$ cat config.mk
export PLATFORM = sky130hd
export DESIGN_NAME = alu_serial_seq
export DESIGN_NICKNAME = d
export VERILOG_FILES = /design/src/rtl/alu_serial_seq.sv
export SDC_FILE = /design/constraint.sdc
export NUM_CORES = 1
export LEC_CHECK = 0
export BUFFER_PORTS_ARGS = -buffer_cell sky130_fd_sc_hd__clkbuf_2
export CORE_MARGIN = 2
export CORE_UTILIZATION = 48
export CTS_BUF_LIST = sky130_fd_sc_hd__clkbuf_4 sky130_fd_sc_hd__clkbuf_8
export DETAILED_ROUTE_END_ITERATION = 6
export PLACE_DENSITY_LB_ADDON = 0.08
export SLEW_MARGIN = 20
export SYNTH_ARGS = -nofsm -noshare
export SYNTH_HDL_FRONTEND = slang
export SYNTH_SLANG_ARGS = --single-unit
$ cat constraint.sdc
create_clock -name clk -period 1.3 [get_ports clk]
set_input_delay 0.13 -clock clk [delete_from_list [all_inputs] [get_ports clk]]
set_output_delay 0.13 -clock clk [all_outputs]
set_load 0.01 [all_outputs]
$ cat src/rtl/alu_serial_seq.sv
// Bit-serial sequencer wrapping an external 1-bit ALU cell: accepts a WIDTH-bit operand pair,
// walks the cell LSB-first with a carry/borrow register, returns the result word.
// Optional flags outputs (out_zero, out_neg) are enabled by defining ALU_SERIAL_FLAGS_EN.
module alu_serial_seq #(
  parameter int unsigned WIDTH = 8
) (
  input  logic             clk,
  input  logic             rst,
  input  logic             in_valid,
  output logic             in_ready,
  input  logic [WIDTH-1:0] in_a,
  input  logic [WIDTH-1:0] in_b,
  input  logic [2:0]       in_op,
  output logic             out_valid,
  input  logic             out_ready,
  output logic [WIDTH-1:0] out_result,
  output logic             out_carry,
`ifdef ALU_SERIAL_FLAGS_EN
  output logic             out_zero,
  output logic             out_neg,
`endif
  output logic             alu_a,
  output logic             alu_b,
  output logic             alu_cin,
  output logic [2:0]       alu_op,
  input  logic             alu_result,
  input  logic             alu_cout
);

  localparam int unsigned CW = $clog2(WIDTH);
  localparam logic [CW-1:0] LAST = CW'(WIDTH - 1);

  typedef enum logic [1:0] {
    S_IDLE = 2'd0,
    S_RUN  = 2'd1,
    S_DONE = 2'd2
  } state_t;

  state_t           state;
  state_t           state_nx;
  logic [CW-1:0]    cnt;
  logic [WIDTH-1:0] a_sh;
  logic [WIDTH-1:0] b_sh;
  logic [WIDTH-1:0] res_q;
  logic [2:0]       op_q;
  logic             cin_q;
  logic             accept;
  logic             last;
  logic             carry_nx;

  // Operand shifters empty themselves during RUN, so the cell sees 0 outside RUN.
  assign alu_a      = a_sh[0];
  assign alu_b      = b_sh[0];
  assign alu_cin    = cin_q;
  assign alu_op     = op_q;
  assign out_result = res_q;

  always_ff @(posedge clk) begin
    if (rst) state <= S_IDLE;
    else     state <= state_nx;
  end

  always_comb begin
    state_nx = state;
    accept   = 1'b0;
    last     = 1'b0;
    carry_nx = 1'b0;
    case (state)
      S_IDLE: begin
        accept = in_valid;
        if (in_valid) state_nx = S_RUN;
      end
      S_RUN: begin
        last     = (cnt == LAST);
        carry_nx = (op_q == 3'b000 || op_q == 3'b001) ? alu_cout : 1'b0;
        if (last) state_nx = S_DONE;
      end
      S_DONE: begin
        if (out_ready) state_nx = S_IDLE;
      end
      default: state_nx = S_IDLE;
    endcase
  end

  // Datapath and registered handshake outputs.
  always_ff @(posedge clk) begin
    if (rst) begin
      cnt       <= '0;
      a_sh      <= '0;
      b_sh      <= '0;
      res_q     <= '0;
      op_q      <= 3'b000;
      cin_q     <= 1'b0;
      out_carry <= 1'b0;
      in_ready  <= 1'b1;
      out_valid <= 1'b0;
`ifdef ALU_SERIAL_FLAGS_EN
      out_zero  <= 1'b0;
      out_neg   <= 1'b0;
`endif
    end else begin
      in_ready  <= (state_nx == S_IDLE);
      out_valid <= (state_nx == S_DONE);
      if (accept) begin
        a_sh      <= in_a;
        b_sh      <= in_b;
        op_q      <= in_op;
        res_q     <= '0;
        cnt       <= '0;
        cin_q     <= 1'b0;
        out_carry <= 1'b0;
`ifdef ALU_SERIAL_FLAGS_EN
        out_zero  <= 1'b1;
        out_neg   <= 1'b0;
`endif
      end else if (state == S_RUN) begin
        a_sh  <= a_sh >> 1;
        b_sh  <= b_sh >> 1;
        res_q <= {alu_result, res_q[WIDTH-1:1]};
`ifdef ALU_SERIAL_FLAGS_EN
        out_zero <= out_zero & ~alu_result;
`endif
        if (last) begin
          // Final carry moves to the output; the cell drive returns to its idle values.
          cnt       <= '0;
          op_q      <= 3'b000;
          cin_q     <= 1'b0;
          out_carry <= carry_nx;
`ifdef ALU_SERIAL_FLAGS_EN
          out_neg   <= alu_result;
`endif
        end else begin
          cnt   <= cnt + CW'(1);
          cin_q <= carry_nx;
        end
      end
    end
  end

endmodule
* Yosys cells after proc, flatten, opt, wreduce, memory -nomap -nowiden
Cells that the tools add are included.
** Storage, ports and cells
- Flip-flop bits (word level) :: 36
- Input port bits :: 25
- Output and inout bits :: 17
- Logic and storage cells :: 41
** Operators by class
- $add $sub $neg :: 1
- Equal/unequal tests :: 5
- Muxes and demuxes :: 16
- Reduce and logical (&&, ||, !) cells :: 9
** Operator list (number)
- 2-to-1 mux 8 bit :: 4
- 2-to-1 mux 3 bit :: 4
- 2-to-1 mux 2 bit :: 3
- one-hot mux 2 bit (3 select lines) :: 1
- == test 2 bit (second input constant) :: 2
- zero test 2 bit :: 2
- 2-to-1 mux 1 bit :: 4
- AND reduction 2 bit :: 2
- nonzero test 2 bit :: 2
- adder 3 x 1 -> 3 bit (second input constant) :: 1
- == test 3 x 1 -> 1 bit (second input constant) :: 1
- == test 3 bit (second input constant) :: 1
- zero test 3 bit :: 1
- == test 2 x 1 -> 1 bit (second input constant) :: 1
- OR reduction 2 bit :: 1
- logical OR 1 bit :: 1

* Longest topological paths before layout
- Depth in word-level cells :: 5
- Mapped depth :: 6
- Gate-level depth less buffers :: 5

* Least setup slack after synthesis
OpenSTA, ideal clock, no wires.
- Path type :: reg2reg
- From :: reg state[0]
- To :: reg op_q[0], in the netlist alu_op[0]
- Setup time :: 0.132 ns
- Arrival time :: 1.162 ns
- Data required time :: 1.168 ns
- Setup slack :: 0.005 ns
- Cell stages (with the launch flop) :: 7
- Path buffers :: 3
- Clock period less this slack :: 1.295 ns
- Cells stage by stage :: dfxtp_1 > buf_6 > or3b_1 > buf_6 > buf_6 > nand3_1 > a21oi_1
** Between the ends
- Word-level cells in the longest chain between the ends :: 4
- Elaborated cells between the ends (all ways) :: 8
- Those cells by class :: eq/ne: 1; mux: 3; reduce/logical: 4
** RTL lines
- start, declared :: RTL line 39 : state_t state;
- start signal, assigned :: RTL line 60 : else state <= state_nx;
- == test 2 x 1 -> 1 bit / zero test 2 bit (equally long branches) :: RTL line 68, 116
- 2-to-1 mux 1 bit :: RTL line 68 : case (state)
- nonzero test 2 bit (no line)
- AND reduction 2 bit (no line)
- end signal, assigned :: RTL line 107 : op_q <= in_op;
- end, declared :: RTL line 45 : logic [2:0] op_q;
Several ways; a longest one is shown, not always the timed one.
A chain may end at the register's enable or synchronous reset.

* Worst setup path after layout
- From :: reg cnt[0]
- To :: reg cnt[0]
** Between the ends
- Word-level cells in the longest chain between the ends :: 3
- Elaborated cells between the ends (all ways) :: 4
- Those cells by class :: add/sub: 1; eq/ne: 1; mux: 2
** RTL lines
- start, declared :: RTL line 41 : logic [CW-1:0] cnt;
- start signal, assigned :: RTL line 133 : cnt <= cnt + CW'(1);
- parallel branches: the longest is 2 deep, another holds adder 3 x 1 -> 3 bit
- 2-to-1 mux 3 bit * :: RTL line 123 : if (last) begin
Every way passes the cells marked *.

==> flow_metrics.env <==
export IMPL_clk_pin_slew_ps=110
export IMPL_power_density_nw_per_um2=1131
export IMPL_finClkSkew_ps=12.56
export IMPL_cts_buffers_inserted=5
export IMPL_finalSetupViolCount=0
export IMPL_status="finished, final reports clean"
export IMPL_min_delay_path_depth=3
export IMPL_clock_latency_ps=340
export IMPL_synth_area_leader_cell="dfxtp_1"
export IMPL_detail_route_antenna_nets=0
export IMPL_ys_seq_elements=36
export IMPL_hold_path_startpoint="in_op[0]"
export IMPL_fp_row_count=20
export IMPL_worstReg2RegEnd="cnt[0]"
export IMPL_drt_iter0_drc=73
export IMPL_async_reset_ff_frac=0
export IMPL_synthesis_area_um2=1475
export IMPL_diodes=0
export IMPL_cp_end_kind="flip-flop"
export IMPL_yosys_warnings=0
export IMPL_rsz0062_at_grt="true"
export IMPL_hpwl_mm=2.207
export IMPL_setup_ws_ps=58.02
export IMPL_post_route_min_period_ps=1242
export IMPL_die_x_um=59.44
export IMPL_critPathMaxFanout=5
export IMPL_ys_seq_area_frac=0.4885
export IMPL_nets=253
export IMPL_power_mw=2.106
export IMPL_grt_total_usage=0.1994
export IMPL_htree_levels=2
export IMPL_ys_types=26
export IMPL_grt_pass1_vias=1221
export IMPL_synth_common_cells="nand2_1 (40), dfxtp_1 (36), a21oi_1 (30)"
export IMPL_io_buffers=41
export IMPL_reg2reg_depth=4
export IMPL_peakVddDrop_uv=611.2
export IMPL_syn_to_final_growth_pct=26.21
export IMPL_hold_viol=0
export IMPL_grt_pass1_wl_mm=5.223
export IMPL_drt_wl_total_mm=3.120
export IMPL_firstDrtPassIters=4
export IMPL_start_util=0.4954
export IMPL_cts_tree="yes"
export IMPL_grt_max_degree=16
export IMPL_drcViolationCount=0
export IMPL_coreArea_um2=2978
export IMPL_hp_class="in2reg"
export IMPL_dieHeight_um=59.44
export IMPL_timing_final_crit_share=0.9554
export IMPL_worst_slew_margin_rel=0.8020
export IMPL_num_io_pins=42
export IMPL_hold_end="alu_op[0]"
export IMPL_grt_overflow_total=0
export IMPL_synth_top_area_frac=0.4885
export IMPL_cts_root_buffer="clkbuf_4"
export IMPL_vias=1378
export IMPL_rrSetupSlack_ps=60
export IMPL_maxCapViolations=0
export IMPL_die_area_um2=3533
export IMPL_ys_flop_type="dfxtp_1"
export IMPL_timing_fmax_mhz=805.2
export IMPL_synth_area_leaders="dfxtp_1 (49%), a21oi_1 (10%), nand2_1 (10%)"
export IMPL_post_drt_wl_per_cell_um=12.05
export IMPL_r2r_start="cnt[0]"
export IMPL_leakage_nw=0.7579
export IMPL_start_kind="flip-flop"
export IMPL_synthCells=175
export IMPL_slew_violations=0
export IMPL_cts_buffer_depth=2
export IMPL_synth_most_common_cell="nand2_1"
export IMPL_antenna_found_initial=0
export IMPL_worstPathRequired_ps=1580
export IMPL_layout_drive_gt1_share=0.3274
export IMPL_cts_sinks=36
export IMPL_viasPerCell=5.320
export IMPL_gp_congestion=0.7377
export IMPL_syn_num_nets=202
export IMPL_worst_ep_arrival_time_ps=1520
export IMPL_worst_pin_slew_ps=297.0
export IMPL_syn_area_per_cell_um2=8.430
export IMPL_dpl_worst_slack_ps=8.239
export IMPL_synth_edff_count=0
export IMPL_worstSetupPathType="reg2reg"
## power breakdown
part | internal [mW] | switching, mW | leakage [nW]
sequential | 1.16 | 0.0326 | 0.296
clock | 0.220 | 0.355 | 0.0315
combinational | 0.157 | 0.177 | 0.430
total | 1.54 | 0.565 | 0.758
## layer usage
| metal | wire, um | up-vias | part of all wire | GRT usage |
|---|---|---|---|---|
| met5 | 0 | - | 0 | 0 |
| met4 | 42 | 0 | 0.013 | 0.06818 |
| met3 | 162 | 5 | 0.052 | 0.08079 |
| met2 | 1440 | 30 | 0.46 | 0.3187 |
| met1 | 1475 | 639 | 0.47 | 0.2416 |
| li1 | - | 704 | - | - |
## registers in the layout, indices dropped and copies added, names as in the netlist
signal / count
alu_cin: 1
b_sh: 8
a_sh: 8
state: 2
cnt: 3
out_valid: 1
alu_op: 3
in_ready: 1
out_carry: 1
out_result: 8
## what timing repair did
action / 4_1_cts / 5_1_grt
endpoints found under the hold margin: 3 / 1
resized for setup: 1 / 11
pin swaps: 0 / 4
hold buffers: 3 / 1
setup buffers: 0 / 1
setup endpoints to repair: 2 / 18
## kinds of logic (layout without fill, tap and decap cells)
kind of cell	after synthesis	in the layout	synth area share
AOI/OAI and AO/OA	50	50	0.2078
adders and majority gates	2	2	0.01696
buffers and inverters	14	65	0.06192
DFF	36	36	0.4885
and+or+nand+nor	73	73	0.2248
## stage by stage
step / hold slack, ps / cells / setup TNS [ps] / area (um^2) / utilization
after global placement: 355.3 / 247 / 0 / 1725 / 0.5794
after floorplan: 197.9 / 175 / 0 / 1475 / -
final: 8.918 / 259 / 0 / 1862 / 0.6252
after detailed placement: 364.2 / 247 / 0 / 1725 / 0.5794
after CTS: 4.898 / 257 / 0 / 1808 / 0.6071
after global routing: 7.727 / 259 / -17.93 / 1862 / 0.6252
## cell type report
cell class              count  area (um^2)
flip-flops and latches     36        724.4
repair buffers             56        340.3
fillers                   285         1116
inverters                   2        7.507
well taps                  33        41.29
clock buffers               6        45.04
clock inverters             1        5.005
multi-input cells         125        698.2
## layout by cell type, fill, tap and decap left out, types with 2 or more instances in the layout
master	Yosys	routed
clkbuf_2	0	41
nand2_1	40	40
dfxtp_1	36	33
a21oi_1	30	30
nor2_1	15	14
a211oi_1	13	11
buf_4	3	10
nand3_1	6	6
clkbuf_4	0	6
dlygate4sd3_1	0	4
o22ai_1	3	3
dfxtp_2	0	3
nand2b_2	1	2
inv_1	2	2
or3_1	2	2
nand3b_1	2	2
a211oi_2	0	2
## critical path: stages, from the launching register on
cell     delay (ps)
dfxtp_2         340
ha_2            190
ha_4            170
or3_1           340
a21oi_1         140
## worst max path at each step
stage | startpoint | endpoint | slack (ps) | cells past startpoint
after floorplan | state[0] | alu_op[0] | 5 | 6
after global placement | cnt[0] | cnt[0] | 40 | 4
after detailed placement | cnt[0] | cnt[0] | 8 | 4
after CTS | cnt[0] | cnt[0] | 20 | 4
after global routing | state[0] | b_sh[5] | -20 | 5
final | cnt[0] | cnt[0] | 60 | 4
(Power assumes the default switching activity.)
